--- config.mk ---
export PLATFORM = sky130hd
export DESIGN_NAME = isa_io_slave_sequencer
export DESIGN_NICKNAME = d
export VERILOG_FILES = /design/src/rtl/isa_io_slave_sequencer.sv
export SDC_FILE = /design/constraint.sdc
export NUM_CORES = 1
export LEC_CHECK = 0
export ABC_AREA = 1
export BUFFER_PORTS_ARGS = -buffer_cell sky130_fd_sc_hd__buf_2
export CAP_MARGIN = 10
export CORE_MARGIN = 5
export CORE_UTILIZATION = 50
export DETAILED_ROUTE_END_ITERATION = 8
export MAX_ROUTING_LAYER = met4
export PLACE_DENSITY = 0.77
export SYNTH_ARGS = -nofsm -noshare
export SYNTH_HDL_FRONTEND = slang
export SYNTH_SLANG_ARGS = --single-unit
--- constraint.sdc ---
create_clock -name clk -period 1.2 [get_ports clk]
set_input_delay 0.18 -clock clk [delete_from_list [all_inputs] [get_ports clk]]
set_output_delay 0.18 -clock clk [all_outputs]
set_load 0.02 [all_outputs]
--- src/rtl/isa_io_slave_sequencer.sv ---
// ISA I/O slave cycle sequencer: decodes an 8-byte I/O window and sequences the transceiver and local strobes.
// Optional macro ISA_IOCHRDY_EN enables IOCHRDY wait-state insertion on reads.
module isa_io_slave_sequencer #(
  parameter logic [9:0]  BASE_ADDR   = 10'h300,
  parameter int unsigned WAIT_CYCLES = 4
) (
  input  logic       clk,
  input  logic       rst_n,
  input  logic [9:0] isa_addr,
  input  logic       isa_aen,
  input  logic       isa_ior_n,
  input  logic       isa_iow_n,
  output logic       xcvr_cs_n,
  output logic       xcvr_dce,
  output logic       iochrdy_oe,
  output logic [2:0] reg_addr,
  output logic       rd_strobe,
  output logic       wr_strobe,
  input  logic       rd_valid,
  output logic       cycle_err
);

  typedef enum logic [2:0] {
    IDLE,
    RD_WAIT,
    RD_DRIVE,
    WR_LATCH,
    WR_DONE,
    HOLD
  } state_t;

  state_t     state_q;
  logic       ior_s1_q, ior_s2_q, iow_s1_q, iow_s2_q;
  logic [1:0] sync_vld_q;
  logic       armed_q;
  logic       cs_n_q, dce_q, rdy_q, rd_stb_q, wr_stb_q, err_q;
  logic [2:0] reg_addr_q;
  logic       ior_act, iow_act, hit;

  assign ior_act = ~ior_s2_q;
  assign iow_act = ~iow_s2_q;
  assign hit     = ~isa_aen && (isa_addr[9:3] == BASE_ADDR[9:3]);

`ifdef ISA_IOCHRDY_EN
  logic [3:0] wait_cnt_q;
  logic [3:0] wait_cnt_d;
  assign wait_cnt_d = wait_cnt_q + 4'd1;
`else
  logic       unused_rd_valid;
  logic [3:0] unused_wait;
  assign unused_rd_valid = rd_valid;
  assign unused_wait     = WAIT_CYCLES[3:0];
`endif

  // sync_vld_q marks when the synchronizer outputs reflect real samples rather than
  // reset values; a strobe must be seen inactive on real samples before it can start a cycle.
  always_ff @(posedge clk or negedge rst_n) begin
    if (!rst_n) begin
      ior_s1_q   <= 1'b1;
      ior_s2_q   <= 1'b1;
      iow_s1_q   <= 1'b1;
      iow_s2_q   <= 1'b1;
      sync_vld_q <= 2'b00;
      armed_q    <= 1'b0;
    end else begin
      ior_s1_q   <= isa_ior_n;
      ior_s2_q   <= ior_s1_q;
      iow_s1_q   <= isa_iow_n;
      iow_s2_q   <= iow_s1_q;
      sync_vld_q <= {sync_vld_q[0], 1'b1};
      if (sync_vld_q[1] && !ior_act && !iow_act) begin
        armed_q <= 1'b1;
      end
    end
  end

  always_ff @(posedge clk or negedge rst_n) begin
    if (!rst_n) begin
      state_q    <= IDLE;
      cs_n_q     <= 1'b1;
      dce_q      <= 1'b0;
      rdy_q      <= 1'b0;
      reg_addr_q <= 3'd0;
      rd_stb_q   <= 1'b0;
      wr_stb_q   <= 1'b0;
      err_q      <= 1'b0;
`ifdef ISA_IOCHRDY_EN
      wait_cnt_q <= 4'd0;
`endif
    end else begin
      rd_stb_q <= 1'b0;
      wr_stb_q <= 1'b0;
      case (state_q)
        IDLE: begin
          if (ior_act && iow_act) begin
            err_q   <= 1'b1;
            state_q <= HOLD;
          end else if (ior_act || iow_act) begin
            if (!hit || !armed_q) begin
              state_q <= HOLD;
            end else if (ior_act) begin
              reg_addr_q <= isa_addr[2:0];
              rd_stb_q   <= 1'b1;
              cs_n_q     <= 1'b0;
              dce_q      <= 1'b0;
`ifdef ISA_IOCHRDY_EN
              rdy_q      <= 1'b1;
              wait_cnt_q <= 4'd0;
              state_q    <= RD_WAIT;
`else
              state_q    <= RD_DRIVE;
`endif
            end else begin
              reg_addr_q <= isa_addr[2:0];
              cs_n_q     <= 1'b0;
              dce_q      <= 1'b1;
              state_q    <= WR_LATCH;
            end
          end
        end
        RD_WAIT: begin
`ifdef ISA_IOCHRDY_EN
          wait_cnt_q <= wait_cnt_d;
          if (rd_valid || (wait_cnt_d == WAIT_CYCLES[3:0])) begin
            rdy_q   <= 1'b0;
            state_q <= RD_DRIVE;
          end
`else
          state_q <= RD_DRIVE;
`endif
        end
        RD_DRIVE: begin
          if (!ior_act) begin
            cs_n_q  <= 1'b1;
            state_q <= IDLE;
          end
        end
        WR_LATCH: begin
          if (!iow_act) begin
            wr_stb_q <= 1'b1;
            state_q  <= WR_DONE;
          end
        end
        WR_DONE: begin
          cs_n_q  <= 1'b1;
          dce_q   <= 1'b0;
          state_q <= IDLE;
        end
        HOLD: begin
          if (!ior_act && !iow_act) begin
            state_q <= IDLE;
          end
        end
        default: begin
          cs_n_q  <= 1'b1;
          dce_q   <= 1'b0;
          rdy_q   <= 1'b0;
          state_q <= IDLE;
        end
      endcase
    end
  end

  assign xcvr_cs_n  = cs_n_q;
  assign xcvr_dce   = dce_q;
  assign iochrdy_oe = rdy_q;
  assign reg_addr   = reg_addr_q;
  assign rd_strobe  = rd_stb_q;
  assign wr_strobe  = wr_stb_q;
  assign cycle_err  = err_q;

endmodule

==> metrics <==
internal reg-to-reg setup slack -30 ps; xor/xnor share of the synthesized area 0%; critical path class flip-flop to flip-flop; final period utilization 102.8%; Worst Setup End Kind flip-flop; Via density 4.478; worst-skew pair later-pin latency 280 ps; fmax 810.9 MHz; vias in the first global route 704; routability cong. 0.7674; slowest stage delay, CP 610 ps; Cell variety after synth 21; Max-cap violations 0; hold path depth 3; mux cell area share after synthesis 0%; Fill cells 148; post-DP HPWL 1.239 mm; final WL 1.696 mm; required time worst endpoint 1380 ps; status finished with violations; Routed Antenna Nets 0; clock slew at reported path FFs 100 ps; setup ws final -33.14 ps; fraction of layout cells with a size suffix above 1 46.21%; R2R cell count 5; crit path cell chain nand2_4, nand3_2, o21ai_2, o21ai_1, nand2_1; Synth Area in Compound Gates 5.817%; PortBufs 22; Placed Instances 149; drt pass-1 iters 2; Post-Synthesis Cells 103; Slew Limit Fails 0; CTS Root Cell clkbuf_4; post-layout net count 149; failing checks negative setup slack; delay-heaviest family, CP flip-flops; DRC 0; core box area 1727 sq um; register area 456.7 sq um; syn avg cell area 8.771 sq um; row cnt 15; Worst Hold Class input pin to flip-flop; Hold Crit Start isa_addr[2]; WL per Instance 10.80 microns; CP startpoint kind flip-flop; Antenna Cells 0; P_leak 0.6081 nW; Synth Area in Adders 0%; Final Critical Period 1233 ps; global-route wire length before repair 2.829 mm; Hold Fails Final Rpt 0; IO Pins 25; gr ovfl total 0; sequential fraction of the synthesis area 50.55%; Multi-input gate area 381.6 sq um; simple-gate share of the synthesized area 32.83%; Starting Density 52.32%; largest net degree at the start of global routing 19; Clk pwr share 16.6%; CTS Buf Count 3; CTS tree done; fin cells 157; yosys warns 0; detailed router's first-iteration violation count 11; GR Util All Layers 14.16%; maximum clock path buffer count 2; initial antenna violation count 0; syn nets 119; Gate power share 45.8%; TNS Setup -50.89 ps; sw power 0.8999 mW; Syn-to-layout area delta 26.04%; FF-to-FF Start ior_s2_q; H-tree depth 1; flop and latch count out of synthesis 18; Clock Skews 4.516 ps; via count 703; Pwr Total 2.172 mW; Die H 52.51 microns; main combinational cell family by area after synthesis simple AND/OR/NAND/NOR gates; final setup fails 3; die area 2757 sq um; Max FO, Critical Path 5; Slowest cell on crit path dfstp_2; die width 52.51 microns; P_int 1.272 mW; pwr dens 1908 nW/um^2; clock sinks 18; Sw Ratio 41.43%; Cell Area, Synth 903.4 sq um; worst path bufs/invs 0; Flop pwr share 37.5%; VDD IR max 1.213 mV; WP data arrival 1420 ps; Hold EP reg_addr[2]; RSZ-0062 raised after global routing yes; worst reg2reg path endpoint state_q[0]
==> flip-flops by register name, summed over array words and instances (netlist names) <==
signal      flops
xcvr_cs_n       1
wr_strobe       1
state_q         3
ior_s2_q        1
cycle_err       1
armed_q         1
ior_s1_q        1
rd_strobe       1
xcvr_dce        1
iow_s1_q        1
reg_addr        3
sync_vld_q      2
iow_s2_q        1
==> area by class of cell <==
type                    instances  area share, %
inverters                      22          7.253
well taps                      25          2.747
clock buffers                   4          3.187
flip-flops and latches         18          40.11
multi-input cells              62          33.52
repair buffers                 26          13.19
==> cell families after synthesis <==
logic type,after synthesis
other,2
flip-flops,18
AND/OR/NAND/NOR,53
buffers and inverters,23
AO/OA/AOI/OAI,7
==> worst min-delay path: stages <==
cell and delay [ps]:
buf_2 90, inv_1 40, o21ai_1 60
==> per-stage QoR <==
stage               hold WS [ps]  worst slack (ps)  utilization (%)  instance area [sq um]
floorplan                 -115.6             99.21                -                  903.4
global placement           118.8             39.96            60.07                   1037
detailed placement         121.5             19.43            60.07                   1037
CTS                        115.4             4.575            64.35                   1111
global route               105.5            -99.39            65.94                   1139
finish                     121.6            -33.14            65.94                   1139
==> per-layer routing <==
metal  global-route usage [%]  wire [microns]
met3                    2.564             103
met1                    17.33             777
met4                    5.532              14
met2                    23.14             800
met5                        -               0
==> synthesized netlist by cell type, drive strengths merged <==
cell | n | area share (%)
nand2 | 27 | 14
inv | 22 | 9.1
nor2 | 15 | 9.8
dfrtp | 13 | 36
nand3 | 7 | 6.1
dfstp | 5 | 15
o21ai | 5 | 3.2
conb | 2 | 0.83
nand4 | 2 | 1.4
a21o | 1 | 0.83
a21oi | 1 | 1.8
buf | 1 | 0.83
nand3b | 1 | 0.83
or2 | 1 | 0.69
==> power by group through the flow <==
| stage | clock network [mW] | registers [mW] | logic (mW) |
|---|---|---|---|
| 5_1_grt | 0.405 | 0.829 | 1.10 |
| 3_5_place_dp | 0 | 0.823 | 0.901 |
| 3_3_place_gp | 0 | 0.814 | 0.872 |
| 4_1_cts | 0.375 | 0.807 | 0.946 |
| 2_1_floorplan | 0 | 0.860 | 0.676 |
| 6_report | 0.362 | 0.815 | 0.995 |
==> layout by cell type, fill, tap and decap left out, drive strengths merged <==
cell | netlist | final
a21o | 1 | 1
a21oi | 1 | 1
buf | 1 | 23
clkbuf | 0 | 4
conb | 2 | 2
dfrtp | 13 | 13
dfstp | 5 | 5
dlygate4sd3 | 0 | 3
inv | 22 | 22
nand2 | 27 | 27
nand3 | 7 | 7
nand3b | 1 | 1
nand4 | 2 | 2
nor2 | 15 | 15
o21ai | 5 | 5
or2 | 1 | 1
==> what timing repair did <==
item | in CTS | in global routing
hold buffers | 3 | 0
endpoints found under the hold margin | 15 | 0
cloned | 0 | 0
setup buffers | 1 | 0
pin swaps | 2 | 5
setup endpoints to repair | 4 | 9
resized for setup | 0 | 6
==> worst max-delay path by stage <==
stage	start	end	slack, ps	depth (start not counted)
after global placement	state_q[0]	reg_addr[1]	40	6
after floorplan	state_q[0]	reg_addr[0]	100	6
final	ior_s2_q	state_q[0]	-30	5
after global routing	ior_s2_q	state_q[1]	-100	5
after detailed placement	state_q[0]	reg_addr[1]	20	6
after CTS	ior_s2_q	state_q[0]	5	5
Power figures use the tool's default switching activity.
